File: config.mk
export PLATFORM = sky130hd
export DESIGN_NAME = pss_rr_arbiter
export DESIGN_NICKNAME = d
export VERILOG_FILES = /design/src/rtl/pss_arb_pkg.sv /design/src/rtl/pss_rr_pick.sv /design/src/rtl/pss_rr_arbiter.sv
export SDC_FILE = /design/constraint.sdc
export NUM_CORES = 1
export LEC_CHECK = 0
export ABC_AREA = 1
export CELL_PAD_IN_SITES_DETAIL_PLACEMENT = 1
export CELL_PAD_IN_SITES_GLOBAL_PLACEMENT = 2
export CORE_MARGIN = 2
export CORE_UTILIZATION = 23
export DETAILED_ROUTE_END_ITERATION = 6
export PLACE_DENSITY_LB_ADDON = 0.1
export SLEW_MARGIN = 10
export SYNTH_ARGS = -nofsm -noshare
export SYNTH_HDL_FRONTEND = slang
export SYNTH_SLANG_ARGS = --single-unit
export TNS_END_PERCENT = 10
File: constraint.sdc
create_clock -name clk -period 3.2 [get_ports clk]
set_input_delay 0.32 -clock clk [delete_from_list [all_inputs] [get_ports clk]]
set_output_delay 0.32 -clock clk [all_outputs]
set_load 0.02 [all_outputs]
File: src/rtl/pss_arb_pkg.sv
// pss_arb_pkg -- shared definitions for the PacketStream arbiters.
//   arb_state_t     : arbiter state (IDLE, PASS, DRAIN)
//   MAX_PORTS       : widest request vector the helper accepts
//   onehot_to_idx() : index of the set bit in a one-hot vector (0 if none)
package pss_arb_pkg;

   typedef enum logic [1:0] {
      IDLE  = 2'd0,
      PASS  = 2'd1,
      DRAIN = 2'd2
   } arb_state_t;

   localparam int MAX_PORTS = 16;

   // Callers zero-extend their PORTS-wide vector to MAX_PORTS bits.
   function automatic int onehot_to_idx(input logic [MAX_PORTS-1:0] oh);
      int idx;
      idx = 0;
      for (int i = 0; i < MAX_PORTS; i++) begin
         if (oh[i]) idx = idx | i;
      end
      return idx;
   endfunction

endpackage

File: src/rtl/pss_rr_pick.sv
// pss_rr_pick -- combinational rotating-priority picker.
//   req      in  PORTS          request vector
//   last     in  clog2(PORTS)   index of the previous winner
//   pick     out PORTS          one-hot winner, first request after last
//   pick_val out 1              at least one request is present
module pss_rr_pick #(
   parameter int PORTS = 4
) (
   input  logic [PORTS-1:0]         req,
   input  logic [$clog2(PORTS)-1:0] last,
   output logic [PORTS-1:0]         pick,
   output logic                     pick_val
);

   int p;

   // Scan from last+1 around to last itself; the first request seen wins.
   always_comb begin
      pick     = '0;
      pick_val = 1'b0;
      p        = 0;
      for (int k = 1; k <= PORTS; k++) begin
         p = int'(last) + k;
         if (p >= PORTS) p = p - PORTS;
         if (!pick_val && req[p]) begin
            pick[p]  = 1'b1;
            pick_val = 1'b1;
         end
      end
   end

endmodule

File: src/rtl/pss_rr_arbiter.sv
// pss_rr_arbiter -- packet-atomic round-robin merge of PORTS PacketStream
// sources onto one output, with a per-packet stall watchdog.
//   clk, rst                 clock; asynchronous active-low reset
//   i_dat/i_val/i_sop/i_eop  per-source stream inputs (i_dat is PORTS*WIDTH)
//   i_rdy                    per-source ready (also high for discarded words)
//   o_dat/o_val/o_sop/o_eop  merged stream output
//   o_rdy                    downstream ready
//   grant                    registered one-hot owner, zero when unowned
//   abort                    registered pulse: output packet ended without EOP
//   lost                     registered per-source pulse: a word was discarded
module pss_rr_arbiter
   import pss_arb_pkg::*;
#(
   parameter int PORTS   = 4,
   parameter int WIDTH   = 8,
   parameter int TIMEOUT = 16
) (
   input  logic                   clk,
   input  logic                   rst,
   input  logic [PORTS*WIDTH-1:0] i_dat,
   input  logic [PORTS-1:0]       i_val,
   input  logic [PORTS-1:0]       i_sop,
   input  logic [PORTS-1:0]       i_eop,
   output logic [PORTS-1:0]       i_rdy,
   output logic [WIDTH-1:0]       o_dat,
   output logic                   o_val,
   output logic                   o_sop,
   output logic                   o_eop,
   input  logic                   o_rdy,
   output logic [PORTS-1:0]       grant,
   output logic                   abort,
   output logic [PORTS-1:0]       lost
);

   localparam int IW = $clog2(PORTS);
   localparam int CW = (TIMEOUT > 0) ? $clog2(TIMEOUT + 1) : 1;

   arb_state_t       state_reg, state_next;
   logic [PORTS-1:0] grant_reg, grant_next;
   logic [IW-1:0]    last_reg, last_next;
   logic             first_reg, first_next;
   logic [CW-1:0]    cnt_reg, cnt_next;
   logic             abort_reg, abort_next;
   logic [PORTS-1:0] lost_reg;

   // last_reg doubles as the owner index in PASS and the drained port in DRAIN.
   logic own_val, own_sop, own_eop, late_sop, own_acc;
   assign own_val  = i_val[last_reg];
   assign own_sop  = i_sop[last_reg];
   assign own_eop  = i_eop[last_reg];
   // A SOP after the first word means the previous packet lost its EOP.
   assign late_sop = own_val & own_sop & ~first_reg;
   assign own_acc  = (state_reg == PASS) & own_val & ~late_sop & o_rdy;

   logic [PORTS-1:0]     req_sop, pick;
   logic                 pick_val;
   logic [MAX_PORTS-1:0] pick_w;

   assign req_sop = i_val & i_sop;

   pss_rr_pick #(.PORTS(PORTS)) u_pick (
      .req      (req_sop),
      .last     (last_reg),
      .pick     (pick),
      .pick_val (pick_val)
   );

   always_comb begin
      pick_w            = '0;
      pick_w[PORTS-1:0] = pick;
   end

   // Any non-SOP word not belonging to the current owner is headless:
   // accept it, throw it away and report it one cycle later.
   logic [PORTS-1:0] drop;

   generate
      for (genvar gi = 0; gi < PORTS; gi++) begin : g_port
         logic is_owner;
         assign is_owner  = (state_reg == PASS) && (last_reg == IW'(gi));
         assign drop[gi]  = i_val[gi] & ~i_sop[gi] & ~is_owner;
         assign i_rdy[gi] = drop[gi] | (is_owner & o_rdy & ~late_sop);
      end
   endgenerate

   always_comb begin
      o_dat = '0;
      o_val = 1'b0;
      o_sop = 1'b0;
      o_eop = 1'b0;
      if (state_reg == PASS) begin
         o_dat = i_dat[int'(last_reg)*WIDTH +: WIDTH];
         o_sop = own_sop;
         o_eop = own_eop;
         o_val = own_val & ~late_sop;
      end
   end

   always_comb begin
      state_next = state_reg;
      grant_next = grant_reg;
      last_next  = last_reg;
      first_next = first_reg;
      cnt_next   = cnt_reg;
      abort_next = 1'b0;
      case (state_reg)
         IDLE: begin
            if (pick_val) begin
               state_next = PASS;
               grant_next = pick;
               last_next  = IW'(onehot_to_idx(pick_w));
               first_next = 1'b1;
               cnt_next   = '0;
            end
         end
         PASS: begin
            if (own_acc) first_next = 1'b0;
            if (own_acc && own_eop) begin
               state_next = IDLE;
               grant_next = '0;
            end else if (late_sop) begin
               state_next = IDLE;
               grant_next = '0;
               abort_next = 1'b1;
            end else if (own_val) begin
               // A presented word (even backpressured) proves the source alive.
               cnt_next = '0;
            end else begin
               cnt_next = cnt_reg + CW'(1);
               if (TIMEOUT > 0 && cnt_next == CW'(TIMEOUT)) begin
                  state_next = DRAIN;
                  grant_next = '0;
                  abort_next = 1'b1;
               end
            end
         end
         DRAIN: begin
            // Non-SOP words are eaten via drop; an EOP ends the cut, a SOP
            // ends it without being consumed so it can be arbitrated.
            if (own_val && (own_sop || own_eop)) state_next = IDLE;
         end
         default: state_next = IDLE;
      endcase
   end

   always_ff @(posedge clk or negedge rst) begin
      if (!rst) begin
         state_reg <= IDLE;
         grant_reg <= '0;
         last_reg  <= IW'(PORTS - 1);
         first_reg <= 1'b0;
         cnt_reg   <= '0;
         abort_reg <= 1'b0;
         lost_reg  <= '0;
      end else begin
         state_reg <= state_next;
         grant_reg <= grant_next;
         last_reg  <= last_next;
         first_reg <= first_next;
         cnt_reg   <= cnt_next;
         abort_reg <= abort_next;
         lost_reg  <= drop;
      end
   end

   assign grant = grant_reg;
   assign abort = abort_reg;
   assign lost  = lost_reg;

endmodule
Word-level counts from Yosys, hierarchy flattened
Index checks and enable logic that the tools add are counted.

storage, ports and cells
  flip-flop bits (word level) = 19
  memories kept = 0
  output and inout bits = 24
  bits of input ports = 47
  memory bits (writable) = 0
  memory bits (read-only) = 0
  bits in latches = 0
  logic and storage cells = 179

operators by class
  equal/unequal tests = 13
  multiply operators = 0
  div/mod/pow operators = 0
  mux-type cells = 71
  shift-type cells = 1
  bitwise logic cells = 40
  $add $sub $neg = 9
  order comparisons = 13
  reduce and logical (&&, ||, !) cells = 25

operators by type and width
  cell                   number
  $ge 32x1->1 const B    4
  $ge 32x4->1 const B    4
  $lt 32x4->1 const B    4
  $mux 32                4
  $sub 32x4->32 const B  4
  $mux 4                 9
  $shiftx 32x6->8        1
  $mux 1                 30
  $and 1x1->1            22
  $mux 5                 4
  $mux 2                 8
  $bmux 1 s2             7
  $logic_and 1x1->1      13
  $or 4x4->4             3
  $reduce_and 4->1       3
  $ne 2x2->1 const B     5
  $not 1->1              10
  $pmux 5 s2             1
  $demux 1 s2            4
  $mux 8                 1
  $pmux 4 s2             1
  $add 2x2->3 const B    2
  $eq 2x2->1 const B     3
  $pmux 2 s3             1
  17 further kinds       24

Longest topological paths before layout
Gate-level depths: netlist (run 1).

  depth after elaboration = 19
  depth in mapped cells = 16
  gate-level depth less buffers = 13

By module
Synthesis (run 1) repeated with hierarchy kept, for this count alone.

second synthesis, totals
  cells, all modules = 286
  area, all modules = 1,886.8 µm²

by module, submodules not included
  module          cells each  instances  area an instance (µm²)
  pss_rr_arbiter  206         1          1,435.1
  pss_rr_pick     80          1          451.7

Worst setup path before layout (run 1)
No wires, ideal clock.

  path type = register to register
  start point = register last_reg[0]
  end point = register cnt_reg[2]
  arrival time = 2.263 ns
  path buffers = 3
  period minus slack after synthesis = 2.373 ns
  cell stages (with the launch flop) = 14
  data required time = 3.090 ns
  slack = 0.827 ns
  cell sequence = dfstp_2 > inv_2 > buf_6 > buf_2 > clkbuf_1 > ha_1 > inv_1 > nand3_1 > nand2_2 > nor2_8 > nand3_1 > nand2_2 > nand3_1 > o41ai_1

on the way
  longest elaborated chain between the ends = 18
  elaborated cells on any way between the ends = 59
  those cells by class = add/sub (8); order compare (4); eq/ne (3); mux (30); bitwise (6); reduce/logical (8)

ends and longest elaborated chain
  item                                                 RTL line               source
  start: declaration                                   pss_rr_arbiter.sv:40   logic [IW-1:0] last_reg, last_next;
  start signal: assignment                             pss_rr_arbiter.sv:150  last_reg <= IW'(PORTS - 1);
  start signal: assignment                             pss_rr_arbiter.sv:158  last_reg <= last_next;
  $add 2x1->3                                          pss_rr_pick.sv:23      p = int'(last) + k;
  $sub 32x4->32 / $ge 32x4->1 (equally long branches)  pss_rr_pick.sv:24      if (p >= PORTS) p = p - PORTS;
  $mux 32                                              pss_rr_pick.sv:24
  $bmux 1 s2                                           pss_rr_pick.sv:25      if (!pick_val && req[p]) begin
  $mux 1 (implied by the code) (2 in a row)            pss_rr_pick.sv:25
  $mux 1                                               pss_rr_pick.sv:25
  $logic_not 1->1                                      pss_rr_pick.sv:25
  $logic_and 1x1->1                                    pss_rr_pick.sv:25
  $mux 1                                               pss_rr_pick.sv:25
  $logic_not 1->1                                      pss_rr_pick.sv:25
  $logic_and 1x1->1                                    pss_rr_pick.sv:25
  $mux 1                                               pss_rr_pick.sv:25
  $logic_not 1->1                                      pss_rr_pick.sv:25
  $logic_and 1x1->1                                    pss_rr_pick.sv:25
  $mux 1                                               pss_rr_pick.sv:25
  $ne 2x2->1 (no source line)                          n/a
  $reduce_and 4->1 (no source line)                    n/a
  end signal: assignment                               pss_rr_arbiter.sv:160  cnt_reg <= cnt_next;
  end: declaration                                     pss_rr_arbiter.sv:42   logic [CW-1:0] cnt_reg, cnt_next;

Several ways; a longest one is shown, not always the timed one. The select of a mux whose other input is x is not followed.
A chain may end at the register's enable or synchronous reset.

Final worst setup path (run 1)
  start point = register last_reg[1]
  end point = output port i_rdy[1]

on the way
  longest elaborated chain between the ends = 7
  elaborated cells on any way between the ends = 14
  those cells by class = eq/ne (1); mux (4); bitwise (8); reduce/logical (1)

ends and longest elaborated chain
  item                           RTL line                                    source
  $bmux 1 s2 (on tied branches)  pss_rr_arbiter.sv:48, pss_rr_arbiter.sv:49
  $mux 1 (on tied branches)      pss_rr_arbiter.sv:48, pss_rr_arbiter.sv:49
  $and 1x1->1 (2 in a row)       pss_rr_arbiter.sv:52                        assign late_sop = own_val & own_sop & ~first_reg;
  $not 1->1                      pss_rr_arbiter.sv:82                        assign i_rdy[gi] = drop[gi] | (is_owner & o_rdy & ~late_sop);
  $and 1x1->1                    pss_rr_arbiter.sv:82
  $or 1x1->1 (*)                 pss_rr_arbiter.sv:82
  end: declaration               pss_rr_arbiter.sv:24                        output logic [PORTS-1:0] i_rdy,

Every way passes the cells marked *; elsewhere a longest branch is shown, timed or not. The select of a mux whose other input is x is not followed.

==> impl_metrics.ini, run 1 <==
[timing]
period_minus_slack_ns = 2.86
worst_slew_pin_slew_ns = 0.893
setup_viol = 0
hold_viol = 0
setup_ws_ns = 0.340
worst_hold_slack_ns = 0.492
max_freq_mhz = 350
timing.setup.tns_ns = 0
skew_ns = 0.00431
post-route-period-util = 0.894
slew_headroom = 0.403
drv_slew = 0
rsz0062_at_grt = false

[run]
cap_violations = 0

[logic_synthesis]
yosys.area.top_type = dfrtp_1
synthTopCellsByArea = dfrtp_1 (22%), nand2_1 (14%), nor2_1 (10%)
syn_avg_cell_area_sq_um = 6.25
synth_nets = 369
synth_area_sq_um = 1960
synth.distinct_cells = 30
syn_inst = 313
yosys_warnings = 0
yosysTopAreaCellShare = 0.218
ys_ff_latch = 19
synth_seq_area_share = 0.244

[cells_and_area]
final_common_cell = nand2_1
syn_to_final_growth_pct = 42.8
nets = 436
final_cell_mix = nand2_1 (74), clkdlybuf4s50_1 (70), nor2_1 (54)
largest_register_ffs = 5
final_util = 0.340
multi_input_area_sq_um = 1260
num_antenna_cells = 0
drive_above_1_share = 0.103
n_fill_cell = 1082
seqCellArea_sq_um = 478

[clock_tree]
path_clk_slew_ns = 0.08
cts_resized = 0
numCtsBuffers = 3
cts_sinks = 19
h-tree-depth = 1
insertion_delay_ns = 0.26
tritoncts = done
cts_buffer_depth = 2
root_buffer = clkbuf_8
hold_buffers = 0
postCtsSetupRepairBufs = 0

[floorplan]
die-area_sq_um = 9260
die_h_um = 96.2
die-width_um = 96.2
start_util = 0.238
core_sq_um = 8220
num_rows = 33
num_io_pins = 71

[routing]
wl_per_cell_um = 15.0
drtPass1Iterations = 4
vias_per_cell = 4.64
num_vias = 2247
totalWireLength_um = 7260
drt_iter0_drc = 47
final_antenna_net_count = 0
drc = 0

[worst_setup_path]
crit_fanout = 18
max_stage_delay_ns = 0.70
crit_slowest_cell = dfstp_2
criticalPathCategory = reg -> out
crit_path_start_kind = flip-flop
crit_chain = inv_2 -> ha_1 -> nand2_1 -> nand3_1 -> o31ai_1 -> clkdlybuf4s50_1
critPathRequiredTime_ns = 2.88
crit_arrival_ns = 2.54
cp-end-kind = output pin

[place]
dp_hpwl_um = 5740
dpl_worst_slack_ns = 0.631
routabilityCongestion = 0.751
io_buffers = 70

[global_route]
grt_max_degree = 34
antenna_found_initial = 0
grt_first_pass_wirelength_um = 12000
grt_pass1_vias = 2370
grt_remaining_overflow = 0
track_usage = 0.167

[power_and_ir_drop]
p_leak_nw = 1.32
p_per_area_nw_per_um2 = 851
ir_drop_v = 0.000244

[run_status]
status = finished, final reports clean

[hold_path]
hold_path.class = reg -> reg
-- power by group --
group          total [mW]  switching [mW]  internal [mW]
Clock               0.174          0.0872         0.0866
Sequential          0.382          0.0620          0.320
Combinational        1.82            1.17          0.654
Total                2.38            1.32           1.06
-- cell families (layout without fill, tap and decap cells) --
group	count (synthesis)	count (layout)	share of synthesized area
buf+inv	51	117	0.111
flops	19	19	0.244
compound gates	44	44	0.132
xor+xnor	1	1	0.00448
simple gates	189	189	0.450
fa+ha+maj	9	9	0.0576
-- per-layer routing --
layer	vias to the layer above	share of wire	routed length, um	GRT usage
met1	1064	0.51	3670	0.243
met4	0	0.0033	24	0.0250
met5	-	0	0	0
li1	1139	-	-	-
met2	42	0.46	3330	0.274
met3	2	0.032	230	0.0102
-- worst max-delay path: cells and delay by family (launching register included) --
family                     cells  cell delay (ns)
adders and majority gates      1             0.30
buffers and inverters          2             0.89
DFF                            1             0.70
and+or+nand+nor                2             0.26
AOI/OAI and AO/OA              1             0.12
-- synth_stat cells --
cell,count
dfstp_2,2
nor2_1,54
nand4_2,1
buf_1,1
dfrtp_1,17
ha_1,9
o41ai_1,1
buf_2,6
nor3_1,1
o21ai_0,19
inv_4,1
inv_2,9
nor2_8,1
nor2_2,2
nand3b_1,1
nand3_1,34
nand3_2,7
xor2_1,1
nand4_1,6
o31ai_1,7
buf_6,2
nor2_4,1
a31oi_1,1
o31ai_4,1
inv_1,30
nand2_2,5
nand2_4,2
nand2_1,74
clkbuf_1,2
a21oi_1,15
-- final timing paths --
| kind | from | end | slack [ns] | depth (start not counted) |
|---|---|---|---|---|
| worst max-delay path | last_reg[1]$_DFFE_PN1P_ | i_rdy[1] | 0.34 | 6 |
| worst min-delay path | grant[2]$_DFFE_PN0P_ | grant[2]$_DFFE_PN0P_ | 0.49 | 2 |
| worst max register to register | last_reg[1]$_DFFE_PN1P_ | grant[0]$_DFFE_PN0P_ | 0.70 | 11 |
| worst min register to register | grant[2]$_DFFE_PN0P_ | grant[2]$_DFFE_PN0P_ | 0.49 | 2 |
| max in group asynchronous | rst | cnt_reg[4]$_DFFE_PN0P_ | 2.09 | 1 |
| min in group asynchronous | rst | cnt_reg[2]$_DFFE_PN0P_ | 0.57 | 1 |
-- metrics by stage --
stage,cells,power [mW],cell area [sq um]
2_1_floorplan,313,1.58,1960
3_3_place_gp,480,2.23,2750
3_5_place_dp,480,2.23,2750
4_1_cts,484,2.41,2790
5_1_grt,484,2.63,2790
6_report,484,2.38,2790
-- layout make-up --
cell class | instances | area share
Clock buffer | 3 | 0.0148
Clock inverter | 1 | 0.00179
Inverter | 40 | 0.0547
Multi-Input combinational cell | 243 | 0.452
Sequential cell | 19 | 0.171
Tap cell | 105 | 0.0470
Timing Repair Buffer | 73 | 0.259
Note: power is estimated with default switching activity, not from simulation.
==> inputs of run 2 (changes only) <==
--- a/config.mk
+++ b/config.mk
@@ -11,6 +11,7 @@
 export CORE_MARGIN = 2
 export CORE_UTILIZATION = 23
 export DETAILED_ROUTE_END_ITERATION = 6
+export GPL_TIMING_DRIVEN = 0
 export PLACE_DENSITY_LB_ADDON = 0.1
 export SLEW_MARGIN = 10
 export SYNTH_ARGS = -nofsm -noshare
==> run 2 against run 1 <==
  * Clock power fell by 2%
  * Via count up 2.0%
  * Critical endpoint is now i_rdy[2]
  * Routed wire length is 0.99% higher
  * Largest power group unchanged
==> impl_metrics.ini, run 2 (synthesis results as in run 1) <==
[clock_tree]
h-tree-depth = 1
root_buffer = clkbuf_8
hold_buffers = 0
cts_resized = 0
cts_buffer_depth = 2
cts_sinks = 19
path_clk_slew_ns = 0.07
numCtsBuffers = 3
insertion_delay_ns = 0.26
postCtsSetupRepairBufs = 0
tritoncts = done

[cells_and_area]
fin_cells = 491
num_antenna_cells = 0
drive_above_1_share = 0.111
largest_register_ffs = 5
n_fill_cell = 1077
final_cell_mix = nand2_1 (74), clkdlybuf4s50_1 (69), nor2_1 (54)
final_common_cell = nand2_1
final_util = 0.345
syn_to_final_growth_pct = 44.8
nets = 443

[power_and_ir_drop]
total_power_mw = 2.41
ir_drop_v = 0.000371
p_leak_nw = 1.36
p_per_area_nw_per_um2 = 852

[routing]
wl_per_cell_um = 14.9
final_antenna_net_count = 0
num_vias = 2292
drc = 0
vias_per_cell = 4.67
drtPass1Iterations = 4
drt_iter0_drc = 77
totalWireLength_um = 7330

[hold_path]
holdPathStages = 2
hold_path.class = reg -> reg

[global_route]
grt_pass1_vias = 2392
antenna_found_initial = 0
grt_first_pass_wirelength_um = 12000
grt_remaining_overflow = 0
grt_max_degree = 23
track_usage = 0.169

[floorplan]
die_h_um = 96.2
num_rows = 33
die-area_sq_um = 9260
die-width_um = 96.2
num_io_pins = 71
start_util = 0.238
core_sq_um = 8220

[timing]
rsz0062_at_grt = false
max_freq_mhz = 331
skew_ns = 0.00364
slew_headroom = 0.396
period_minus_slack_ns = 3.02
setup_ws_ns = 0.182
post-route-period-util = 0.943
hold_viol = 0
drv_slew = 0
worst_slew_pin_slew_ns = 0.903
setup_viol = 0

[worst_setup_path]
crit_arrival_ns = 2.70
crit_path_start_kind = flip-flop
r2r_cells = 13
cp-end-kind = output pin
criticalPathCategory = reg -> out
critPathRequiredTime_ns = 2.88
crit_fanout = 22

[place]
routabilityCongestion = 0.812
dpl_worst_slack_ns = 0.0164
dp_hpwl_um = 6000
placed_cells = 488
io_buffers = 70

[run]
cap_violations = 0

[run_status]
status = finished, final reports clean
-- run 2: changes by cell type in the layout (fill, tap and decap cells not counted), moves of 2 or more --
| cell | change |
|---|---|
| buf_6 | +2 |
| buf_2 | +6 |
| clkbuf_1 | +2 |
| buf_4 | -3 |
-- run 2: per-layer routing --
layer,vias up,share of wire,track usage
li1,1161,-,-
met2,51,0.48,0.291
met1,1076,0.48,0.228
met4,0,0.0063,0.0345
met5,-,0,0
met3,4,0.035,0.0149
-- run 2: power breakdown --
part           switching [mW]  total (mW)  internal (mW)
clock                  0.0815       0.170         0.0886
sequential             0.0639       0.385          0.321
combinational            1.18        1.86          0.679
-- run 2: path summary, 6_finish.rpt --
| kind | startpoint | to | slack (ns) |
|---|---|---|---|
| max | last_reg[0]$_DFFE_PN1P_ | i_rdy[2] | 0.18 |
| min | grant[3]$_DFFE_PN0P_ | grant[3]$_DFFE_PN0P_ | 0.49 |
| max reg2reg | last_reg[1]$_DFFE_PN1P_ | grant[0]$_DFFE_PN0P_ | 0.51 |
| min reg2reg | grant[3]$_DFFE_PN0P_ | grant[3]$_DFFE_PN0P_ | 0.49 |
| max in group asynchronous | rst | first_reg$_DFFE_PN0P_ | 2.08 |
| min in group asynchronous | rst | cnt_reg[1]$_DFFE_PN0P_ | 0.57 |
-- run 2: stage by stage --
step | setup TNS (ns) | area [sq um] | hold slack (ns)
2_1_floorplan | 0 | 1960 | 0.0244
3_3_place_gp | -0.0593 | 2790 | 0.462
3_5_place_dp | 0 | 2790 | 0.472
4_1_cts | 0 | 2830 | 0.491
5_1_grt | 0 | 2830 | 0.525
6_report | 0 | 2830 | 0.489
-- run 2: layout make-up --
class                   instances  area [sq um]  share of cell area
repair buffers                 70           703               0.248
plain buffers                  10          60.1              0.0212
flip-flops and latches         19           478               0.169
multi-input cells             243          1260               0.445
well taps                     105           131              0.0464
clock buffers                   4          45.0              0.0159
inverters                      40           153              0.0539
-- run 2: critical path, stage by stage (launching register included) --
cell and delay [ns]:
dfstp_2 0.65, inv_2 0.06, buf_6 0.14, buf_2 0.26, ha_1 0.34, nand2_1 0.12
nand3_1 0.10, o31ai_1 0.09, clkdlybuf4s50_1 0.67
